==> config.mk <==
export PLATFORM = sky130hd
export DESIGN_NAME = key_debouncer_flat
export DESIGN_NICKNAME = d
export VERILOG_FILES = /design/src/rtl/key_debouncer_if.sv /design/src/rtl/key_debouncer.sv /design/src/flat_wrapper.sv
export SDC_FILE = /design/constraint.sdc
export NUM_CORES = 1
export LEC_CHECK = 0
export ABC_CLOCK_PERIOD_IN_PS = 3100
export CORE_MARGIN = 8
export CORE_UTILIZATION = 35
export CTS_CLUSTER_SIZE = 30
export DETAILED_ROUTE_END_ITERATION = 10
export GPL_ROUTABILITY_DRIVEN = 0
export SYNTH_ARGS = -nofsm -noshare
export SYNTH_HDL_FRONTEND = slang
export SYNTH_SLANG_ARGS = --single-unit
==> constraint.sdc <==
create_clock -name CLOCK_50 -period 3.1 [get_ports CLOCK_50]
set_clock_uncertainty 0.1 [all_clocks]
set_input_delay 0.31 -clock CLOCK_50 [delete_from_list [all_inputs] [get_ports CLOCK_50]]
set_output_delay 0.31 -clock CLOCK_50 [all_outputs]
set_load 0.1 [all_outputs]
==> src/rtl/key_debouncer_if.sv <==
// Pushbutton bundle between the raw KEY pins and the debounced per-key event outputs.
interface key_debouncer_if #(
  parameter int unsigned N_KEYS = 4
) ();
  logic [N_KEYS-1:0] KEY;
  logic [N_KEYS-1:0] key_level;
  logic [N_KEYS-1:0] key_press;
  logic [N_KEYS-1:0] key_release;
  logic [N_KEYS-1:0] key_repeat;

  modport master (
    output KEY,
    input  key_level,
    input  key_press,
    input  key_release,
    input  key_repeat
  );

  modport slave (
    input  KEY,
    output key_level,
    output key_press,
    output key_release,
    output key_repeat
  );
endinterface

==> src/rtl/key_debouncer.sv <==
// Per-key synchroniser, debounce FSM and press/release pulse generator for active-low pushbuttons.
// Define KEY_AUTOREPEAT_EN to build the per-key auto-repeat timer; otherwise key_repeat is 0.
module key_debouncer #(
  parameter int unsigned N_KEYS          = 4,
  parameter int unsigned DEBOUNCE_CYCLES = 1000000,
  parameter int unsigned REPEAT_DELAY    = 25000000,
  parameter int unsigned REPEAT_RATE     = 5000000
) (
  input logic           CLOCK_50,
  input logic           reset,
  key_debouncer_if.slave keys
);

  if (DEBOUNCE_CYCLES < 1 || REPEAT_DELAY < 1 || REPEAT_RATE < 1) begin : gen_bad_param
    $error("key_debouncer: cycle-count parameters must be >= 1");
  end

  localparam int unsigned CntW = $clog2(DEBOUNCE_CYCLES + 1);
  localparam logic [CntW-1:0] CntLast = CntW'(DEBOUNCE_CYCLES - 1);

  typedef enum logic [1:0] {
    StIdle,
    StPressWait,
    StPressed,
    StReleaseWait
  } state_e;

  logic [N_KEYS-1:0] sync1_q, sync_q;
  state_e            state_q [N_KEYS];
  state_e            state_d [N_KEYS];
  logic [CntW-1:0]   cnt_q   [N_KEYS];
  logic [CntW-1:0]   cnt_d   [N_KEYS];
  logic [N_KEYS-1:0] level_q, level_d;
  logic [N_KEYS-1:0] press_q, press_d;
  logic [N_KEYS-1:0] release_q, release_d;

`ifdef KEY_AUTOREPEAT_EN
  localparam int unsigned RepMax = (REPEAT_DELAY > REPEAT_RATE) ? REPEAT_DELAY : REPEAT_RATE;
  localparam int unsigned TmrW   = $clog2(RepMax + 1);
  localparam logic [TmrW-1:0] DelayLast = TmrW'(REPEAT_DELAY - 1);
  localparam logic [TmrW-1:0] RateLast  = TmrW'(REPEAT_RATE - 1);

  logic [TmrW-1:0]   tmr_q [N_KEYS];
  logic [TmrW-1:0]   tmr_d [N_KEYS];
  // first_q selects the initial delay before the first repeat versus the steady rate.
  logic [N_KEYS-1:0] first_q, first_d;
  logic [N_KEYS-1:0] repeat_q, repeat_d;
`endif

  always_comb begin
    for (int i = 0; i < int'(N_KEYS); i++) begin
      state_d[i]   = state_q[i];
      cnt_d[i]     = cnt_q[i];
      level_d[i]   = level_q[i];
      press_d[i]   = 1'b0;
      release_d[i] = 1'b0;
`ifdef KEY_AUTOREPEAT_EN
      tmr_d[i]     = tmr_q[i];
      first_d[i]   = first_q[i];
      repeat_d[i]  = 1'b0;
`endif
      unique case (state_q[i])
        StIdle: begin
          if (sync_q[i]) begin
            state_d[i] = StPressWait;
            cnt_d[i]   = '0;
          end
        end
        StPressWait: begin
          if (!sync_q[i]) begin
            state_d[i] = StIdle;
          end else if (cnt_q[i] == CntLast) begin
            state_d[i] = StPressed;
            level_d[i] = 1'b1;
            press_d[i] = 1'b1;
`ifdef KEY_AUTOREPEAT_EN
            tmr_d[i]   = '0;
            first_d[i] = 1'b1;
`endif
          end else begin
            cnt_d[i] = cnt_q[i] + CntW'(1);
          end
        end
        StPressed: begin
          if (!sync_q[i]) begin
            state_d[i] = StReleaseWait;
            cnt_d[i]   = '0;
          end
`ifdef KEY_AUTOREPEAT_EN
          else if (tmr_q[i] == (first_q[i] ? DelayLast : RateLast)) begin
            repeat_d[i] = 1'b1;
            tmr_d[i]    = '0;
            first_d[i]  = 1'b0;
          end else begin
            tmr_d[i] = tmr_q[i] + TmrW'(1);
          end
`endif
        end
        StReleaseWait: begin
          if (sync_q[i]) begin
            // Bounce back to pressed: restart the repeat delay from scratch.
            state_d[i] = StPressed;
`ifdef KEY_AUTOREPEAT_EN
            tmr_d[i]   = '0;
            first_d[i] = 1'b1;
`endif
          end else if (cnt_q[i] == CntLast) begin
            state_d[i]   = StIdle;
            level_d[i]   = 1'b0;
            release_d[i] = 1'b1;
`ifdef KEY_AUTOREPEAT_EN
            tmr_d[i]     = '0;
            first_d[i]   = 1'b0;
`endif
          end else begin
            cnt_d[i] = cnt_q[i] + CntW'(1);
          end
        end
        default: state_d[i] = StIdle;
      endcase
    end
  end

  always_ff @(posedge CLOCK_50) begin
    if (reset) begin
      sync1_q   <= '0;
      sync_q    <= '0;
      state_q   <= '{default: StIdle};
      cnt_q     <= '{default: '0};
      level_q   <= '0;
      press_q   <= '0;
      release_q <= '0;
    end else begin
      sync1_q   <= ~keys.KEY;
      sync_q    <= sync1_q;
      state_q   <= state_d;
      cnt_q     <= cnt_d;
      level_q   <= level_d;
      press_q   <= press_d;
      release_q <= release_d;
    end
  end

`ifdef KEY_AUTOREPEAT_EN
  always_ff @(posedge CLOCK_50) begin
    if (reset) begin
      tmr_q    <= '{default: '0};
      first_q  <= '0;
      repeat_q <= '0;
    end else begin
      tmr_q    <= tmr_d;
      first_q  <= first_d;
      repeat_q <= repeat_d;
    end
  end

  assign keys.key_repeat = repeat_q;
`else
  assign keys.key_repeat = '0;
`endif

  assign keys.key_level   = level_q;
  assign keys.key_press   = press_q;
  assign keys.key_release = release_q;

endmodule

==> src/flat_wrapper.sv <==
// flat-port wrapper written by rule: the top's interface ports become plain ports
module key_debouncer_flat 
#(
  parameter int unsigned N_KEYS          = 4,
  parameter int unsigned DEBOUNCE_CYCLES = 1000000,
  parameter int unsigned REPEAT_DELAY    = 25000000,
  parameter int unsigned REPEAT_RATE     = 5000000
)
  (CLOCK_50, reset, keys_KEY, keys_key_level, keys_key_press, keys_key_release, keys_key_repeat);
  key_debouncer_if #(.N_KEYS(N_KEYS)) keys_i ();
  input logic CLOCK_50;
  input logic reset;
  input wire logic [$bits(keys_i.KEY)-1:0] keys_KEY;
  output wire logic [$bits(keys_i.key_level)-1:0] keys_key_level;
  output wire logic [$bits(keys_i.key_press)-1:0] keys_key_press;
  output wire logic [$bits(keys_i.key_release)-1:0] keys_key_release;
  output wire logic [$bits(keys_i.key_repeat)-1:0] keys_key_repeat;
  assign keys_i.KEY = keys_KEY;
  assign keys_key_level = keys_i.key_level;
  assign keys_key_press = keys_i.key_press;
  assign keys_key_release = keys_i.key_release;
  assign keys_key_repeat = keys_i.key_repeat;
  key_debouncer #(.N_KEYS(N_KEYS), .DEBOUNCE_CYCLES(DEBOUNCE_CYCLES), .REPEAT_DELAY(REPEAT_DELAY), .REPEAT_RATE(REPEAT_RATE)) u_core (.CLOCK_50(CLOCK_50), .reset(reset), .keys(keys_i));
endmodule
After elaboration in Yosys (flattened, before gate mapping)
Cells that the tools add are included.
{"block": "op_classes", "add_sub_neg": 4, "reduce_logical": 28, "n_eq_ne": 48, "n_bitwise": 13, "muxes": 76}
{"cell": "$mux W20", "n": 20}
{"cell": "$pmux W20 S4", "n": 4}
{"cell": "$add A20 B1 Y20 const B", "n": 4}
{"cell": "$eq A20 B20 Y1 const B", "n": 4}
{"cell": "$mux W2", "n": 24}
{"cell": "$ne A2 B1 Y1 const B", "n": 16}
{"cell": "$pmux W2 S4", "n": 4}
{"cell": "$reduce_and A4 Y1", "n": 8}
{"cell": "$reduce_or A3 Y1", "n": 8}
{"cell": "$mux W1", "n": 20}
{"cell": "$reduce_and A5 Y1", "n": 4}
{"cell": "$eq A2 B2 Y1 const B", "n": 8}
{"cell": "$ne A2 B2 Y1 const B", "n": 8}
{"cell": "$ne A3 B1 Y1 const B", "n": 4}
{"cell": "$ne A3 B3 Y1 const B", "n": 4}
{"cell": "$not A1 Y1", "n": 12}
{"cell": "$eq A2 B1 Y1 const B", "n": 4}
{"cell": "$logic_not A2 Y1", "n": 4}
{"cell": "$pmux W1 S2", "n": 4}
{"cell": "$reduce_bool A2 Y1", "n": 4}
{"cell": "$not A4 Y4", "n": 1}
{"block": "word_totals", "regBits": 108, "input_bits": 6, "word_cells": 191}

Depth between registers and ports, before layout
Gate-level depths: netlist of the first run.
{"block": "depth", "depth_word": 4, "mapped_depth": 8, "ltp_nobuf": 6}

Worst setup path before layout of the first run
Ideal clock, no wire load.
{"block": "synth_timing", "path_type": "reg2reg", "from": "reg u_core.cnt_q[8] (netlist bit)", "to": "reg u_core.level_q[3], in the netlist u_core.keys.key_level[3]", "stages_incl_launch_ff": 7, "synth_period_minus_slack_ps": 2172, "arrival_ps": 1940, "slack_ps": 928, "path_cell_list": "dfxtp_1 > or4_1 > or4_1 > buf_6 > or2_4 > a21oi_1 > a21oi_1"}
{"block": "synth_via", "elab_chain_cells": 3}
{"item": "from (decl)", "line_no": "key_debouncer.sv:31", "text": "logic [CntW-1:0] cnt_q [N_KEYS];"}
{"item": "from (signal assigned)", "line_no": "key_debouncer.sv:137", "text": "cnt_q <= cnt_d;"}
{"item": "$eq A20 B20 Y1 (*)", "line_no": "key_debouncer.sv:72, key_debouncer.sv:107"}
{"item": "$ne A2 B1 Y1 (no source line)"}
{"item": "$reduce_and A5 Y1 (no source line) (*)"}
{"item": "to (signal assigned)", "line_no": "key_debouncer.sv:138", "text": "level_q <= level_d;"}
{"item": "to (decl)", "line_no": "key_debouncer.sv:33", "text": "logic [N_KEYS-1:0] level_q, level_d;"}
Mark *: on every way between the ends. The rest lies on a longest branch, timed or not.
A chain may end at the register's enable or synchronous reset.

Worst setup path after layout of the first run
{"block": "layout_timing", "from": "reg u_core.state_q[0] (netlist bit)", "to": "reg u_core.cnt_q[5] (netlist bit)"}
{"block": "layout_via", "elab_chain_cells": 3}
{"item": "from (decl)", "line_no": "key_debouncer.sv:29", "text": "state_e state_q [N_KEYS];"}
{"item": "from (signal assigned)", "line_no": "key_debouncer.sv:136", "text": "state_q <= state_d;"}
{"item": "$eq A2 B2 Y1, or another cell as far along", "line_no": "key_debouncer.sv:62", "text": "unique case (state_q[i])"}
{"item": "$ne A2 B2 Y1 (no source line) or $ne A2 B1 Y1 (tied branches)"}
{"item": "$reduce_and A4 Y1 (no source line)"}
Parallel ways exist; a longest one is shown, timed or not.

==> results of run 1 <==
## final timing paths
| check | startpoint | to |
|---|---|---|
| max | u_core.state_q[0]$_SDFFE_PP0P_ | u_core.cnt_q[5]$_SDFFE_PP0P_ |
| min | reset | register |
| max reg2reg | u_core.state_q[0]$_SDFFE_PP0P_ | u_core.cnt_q[5]$_SDFFE_PP0P_ |
| min reg2reg | u_core.sync1_q[2]$_SDFF_PP0_ | u_core.sync_q[2]$_SDFF_PP0_ |
## logic make-up after synthesis
kind of cell             synth area share
other                           0.0007510
AO/OA/AOI/OAI                      0.1100
multiplexers                      0.01027
buffers and inverters             0.03984
flip-flops                         0.4330
XOR/XNOR                          0.08745
AND/OR/NAND/NOR                    0.3087
adder cells (fa/ha/maj)           0.01002
## where the power goes
part	total (uW)	switching (uW)	leakage [uW]	internal (uW)
Clock	1170	523	0.000153	649
Sequential	1410	12.6	0.000872	1400
Combinational	140	109	0.000795	30.4
Total	2720	645	0.00182	2080
## worst register-to-register path, delay by kind of cell (launching register included)
family | cells | cell delay, ns
AND/OR/NAND/NOR | 3 | 1.39
flip-flops | 1 | 0.40
AO/OA/AOI/OAI | 2 | 0.39
## registers in the layout, indices dropped and copies added (netlist names), named ones only
signal	cells
u_core.sync_q	4
u_core.keys.key_release	4
u_core.cnt_q	80
u_core.keys.key_press	4
u_core.keys.key_level	4
u_core.sync1_q	4
u_core.state_q	4
## layout by cell type (no fill, tap or decap), types with 4 or more instances in the layout
master and count:
dfxtp_1 108, nor2_1 75, nand2_1 50, xor2_1 33, a21oi_1 32, nand3_1 31
nand4_1 22, xnor2_1 15, or3_1 14, o21ai_0 14, buf_4 12, inv_1 11
nor4_1 11, nor3_1 10, and3_1 9, clkbuf_16 9, clkdlybuf4s50_1 9, nor4b_1 7
nor2b_1 7, or4_1 7, o21ai_1 6, and4_1 6, o31ai_1 6, a21oi_2 5
a22oi_1 4, nor4_2 4, mux2i_1 4, ha_1 4, conb_1 4
## metrics by stage
stage	cell area (um^2)	utilization	cells	setup slack [ns]	hold WS, ns
after floorplan	5005	-	577	0.9277	0.2767
after global placement	5258	0.3773	752	0.7744	0.3191
after detailed placement	5258	0.3773	752	0.7137	0.3277
after CTS	5559	0.3989	768	0.7028	0.2679
after global routing	5559	0.3989	768	0.6216	0.2806
final	5559	0.3989	768	0.6972	0.2785
## cell usage after synthesis, types with 3 or more instances
library cell	n	area [um^2]
a21oi_1	32	160.2
a21oi_2	5	43.79
a22oi_1	4	30.03
a31oi_1	3	18.77
and3_1	9	56.30
and4_1	6	52.55
buf_4	4	30.03
buf_6	4	45.04
clkbuf_1	17	63.81
dfxtp_1	108	2162
ha_1	4	50.05
inv_1	11	41.29
mux2i_1	4	40.04
nand2_1	50	187.7
nand3_1	31	155.2
nand4_1	22	137.6
nor2_1	75	281.5
nor2b_1	7	43.79
nor3_1	10	50.05
nor3b_1	3	22.52
nor4_1	11	68.82
nor4_2	4	50.05
nor4b_1	7	61.31
o21ai_0	14	70.07
o21ai_1	6	30.03
o21bai_1	3	22.52
o31ai_1	6	45.04
or3_1	14	87.58
or3_2	3	22.52
or4_1	7	52.55
xnor2_1	15	131.4
xor2_1	33	289.0
## metal layers
metal / wire (um) / global-route usage / vias to the layer above
met5: 0 / 0 / -
met2: 4988 / 0.1981 / 57
met4: 215 / 0.05676 / 0
met1: 4747 / 0.1352 / 1937
li1: - / - / 2047
met3: 368 / 0.03004 / 14
## cell type report
cell class | count | area (um^2)
timing repair buffer | 22 | 185.2
multi-input combinational | 431 | 2644
sequential | 108 | 2162
clock inverter | 6 | 62.56
inverter | 11 | 41.29
clock buffer | 10 | 239.0
fill | 1402 | 8376
tap | 180 | 225.2
==> out/results.txt, run 1 <==
DR vias/cell = 5.280
WL per Instance = 13.44 um
ys async rst share = 0
Slew Limit Headroom = 0.3010
final worst path period need = 2.403 ns
Distinct cells, synth = 64
Post-CTS Hold Buffers = 0
worst-skew pair later-pin latency = 0.35 ns
Die Y = 135.4 um
largest net degree at the start of global routing = 22
clk slew on worst S/H paths = 0.07 ns
Startpoint Class = register
post-DP HPWL = 7112 um
f_max = 416.2 MHz
Leakage = 0.001820 uW
GR Overflow Total = 0
area grow syn2layout = 11.33%
Chip Width = 135.4 um
vias in the first global route = 3889
initial antenna violation count = 0
outcome = complete, no violations
CTS buffer count = 9
Resize count post-CTS = 0
full die area = 0.01835 mm^2
H-tree depth = 3
CP required = 3.21 ns
most common flop cell mapped by yosys = dfxtp_1
Power Total = 2723 uW
#FFs+latches synth = 108
Crit-path slowest cell = or4_1
Cells after Synth = 574
post-CTS setup buffer count = 0
critical setup path kind = register to register
hold depth = 2
ANT cells = 0
Pwr Density = 489.8 mW/mm^2
post-route ant nets = 0
Max clock buf depth = 2
Largest delay share family, worst path = simple AND/OR/NAND/NOR gates
nets = 593
# port buffers = 17
DRC = 0
pin slew with the least headroom to its limit = 1.046 ns
Buffers & Inverters on Critical Path = 0
CTS tree = yes
CP arrival = 2.51 ns
RSZ-0062 raised after global routing = false
mapped cell area = 0.004994 mm^2
Initial Util = 0.3584
critical path fanouts, max = 14
EDFF count, synth = 0
row cnt = 43
Initial DRC Count = 207
Hold Vio Cnt, Final = 0
path depth of the worst reg2reg path = 5
reg2reg setup slack = 0.70 ns
Top Ports = 22
CP max stage delay = 0.69 ns
Pre-antenna DRT Iters = 4
Final period util = 0.7751
crit end category = register
Total GRT Usage = 0.1172
cells along the critical path = or4bb_1 > or4_1 > o21bai_4 > or3_2 > a21oi_2
final slew viol count = 0
synth warn = 0
# clock sinks = 108
final wirelength = 10320 um
Fin Setup TNS = 0 ns
Final setup viols = 0
Crit path depth = 5
worst min path class = input port to register
sequential fraction of the synthesis area = 0.4330
layout cells sized above 1 = 0.09694
# Max-Cap Violations = 0
vias = 4055
Core ar. = 0.01393 mm^2
Mapped Avg Cell Area = 8.700 um^2
Max VDD drop = 247.8 uV
clk root buf = clkbuf_16
first-pass GRT wire length = 17860 um
No activity file was read; power rests on OpenSTA's default activity.
==> inputs of run 2 (changes only) <==
ABC_CLOCK_PERIOD_IN_PS = 2200   (was 3100)
clock period = 2.2 ns   (was 3.1 ns; I/O delays follow)
==> out/results.txt, run 2 (synthesized netlist as in run 1, its figures left out) <==
# Max-Cap Violations = 0
Total GRT Usage = 0.1203
Final setup viols = 1
f_max = 452.6 MHz
Max clock buf depth = 2
# port buffers = 17
Die Y = 135.4 um
most common cell after layout, fill and taps aside = dfxtp_1
GR Overflow Total = 0
CP required = 2.34 ns
Top Ports = 22
pin slew with the least headroom to its limit = 0.8233 ns
ANT cells = 0
Largest delay share family, worst path = simple AND/OR/NAND/NOR gates
Fin Setup TNS = -0.009616 ns
layout cells sized above 1 = 0.1648
Pre-antenna DRT Iters = 4
final slew viol count = 0
outcome = complete, but fails checks
failing checks = negative setup slack
vias in the first global route = 4025
Chip Width = 135.4 um
post-route ant nets = 0
Cell Count, Final, Fillers Out = 799
Buffers & Inverters on Critical Path = 0
Max VDD drop = 335.6 uV
full die area = 0.01835 mm^2
Initial DRC Count = 239
most frequent cells in the layout = dfxtp_1, nor2_1, nand2_1
critical path fanouts, max = 5
post-DP HPWL = 7516 um
CP arrival = 2.35 ns
Largest register FFs = 80
DR vias/cell = 5.125
Pwr Density = 643.8 mW/mm^2
CTS buffer count = 9
CP max stage delay = 0.62 ns
row cnt = 43
critical setup path kind = register to register
Finished Core Util = 0.4182
WL per Instance = 13.07 um
DRC = 0
RSZ-0062 raised after global routing = true
largest register by flop count = u_core.cnt_q
crit end category = register
clk root buf = clkbuf_16
Slew Limit Headroom = 0.4472
Core ar. = 0.01393 mm^2
Startpoint Class = register
largest net degree at the start of global routing = 25
CTS tree = yes
final worst path period need = 2.210 ns
Final period util = 1.004
worst-skew pair later-pin latency = 0.35 ns
nets = 625
Setup WS post-layout = -0.009616 ns
placed cell count = 782
first-pass GRT wire length = 18310 um
Most common cell on crit path = a21oi_1
Filler cells = 1421
Leakage = 0.001999 uW
Post-CTS Hold Buffers = 0
worst min path class = input port to register
Crit-path slowest cell = or4_4
# clock sinks = 108
H-tree depth = 3
cells along the critical path = or4bb_1 > or4_4 > or2_4 > a21oi_1 > a21oi_1
final wirelength = 10450 um
Hold Vio Cnt, Final = 0
vias = 4095
area grow syn2layout = 16.69%
pre-CTS WS = -0.1258 ns
clk slew on worst S/H paths = 0.07 ns
Initial Util = 0.3584
initial antenna violation count = 0
-- run 2: area by class of cell --
cell class,instances,area [um^2],share of cell area
multi-input combinational,431,2686,0.4610
tap,180,225.2,0.03865
inverter,11,41.29,0.007086
sequential,108,2165,0.3715
clock inverter,1,5.005,0.0008589
timing repair buffer,54,420.4,0.07215
clock buffer,14,284.0,0.04874
-- run 2: where the power goes --
| part | total [uW] | internal, uW | switching [uW] |
|---|---|---|---|
| Combinational | 210 | 52.7 | 157 |
| Sequential | 1990 | 1970 | 14.5 |
| Clock | 1550 | 884 | 671 |
-- run 2: timing repair --
item | CTS | global route
endpoints found under the setup margin | 15 | 15
setup buffers | 2 | 0
resized for setup | 1 | 15
pin swaps | 1 | 14
-- run 2: metal layers --
metal / routed length (um) / GRT usage / vias to the layer above / part of all wire
met1: 4890 / 0.1412 / 1939 / 0.47
met4: 48 / 0.04442 / 0 / 0.0046
li1: - / - / 2114 / -
met2: 5199 / 0.2030 / 40 / 0.50
met5: 0 / 0 / - / 0
met3: 306 / 0.03561 / 2 / 0.029
-- run 2: metrics by stage --
stage / total power, uW / area (um^2) / hold slack, ns
floorplan: 2193 / 5005 / 0.1867
global placement: 2240 / 5470 / 0.3148
detailed placement: 2241 / 5470 / 0.3350
CTS: 3823 / 5778 / 0.08473
global route: 3904 / 5827 / 0.09170
finish: 3751 / 5827 / 0.1011
-- run 2: worst paths after layout --
path / end / startpoint / slack, ns / depth (start not counted)
min reg2reg: u_core.sync_q[2]$_SDFF_PP0_ / u_core.sync1_q[2]$_SDFF_PP0_ / 0.34 / 1
min: u_core.sync1_q[1]$_SDFF_PP0_ / reset / 0.10 / 2
max: u_core.keys.key_level[3]$_SDFFE_PP0P_ / u_core.cnt_q[16]$_SDFFE_PP0P_ / -0.01 / 5
max reg2reg: u_core.keys.key_level[3]$_SDFFE_PP0P_ / u_core.cnt_q[16]$_SDFFE_PP0P_ / -0.01 / 5
-- run 2: worst reg2reg max path: stages (launching register included) --
cell	delay [ns]
dfxtp_1	0.34
or4bb_1	0.52
or4_4	0.62
or2_4	0.29
a21oi_1	0.15
a21oi_1	0.08
==> inputs of run 3 (changes only) <==
HOLD_SLACK_MARGIN = 0.05   (was not set)
==> results of run 3 <==
Same layout as run 2: the final DEF is identical, and so are final timing and power.
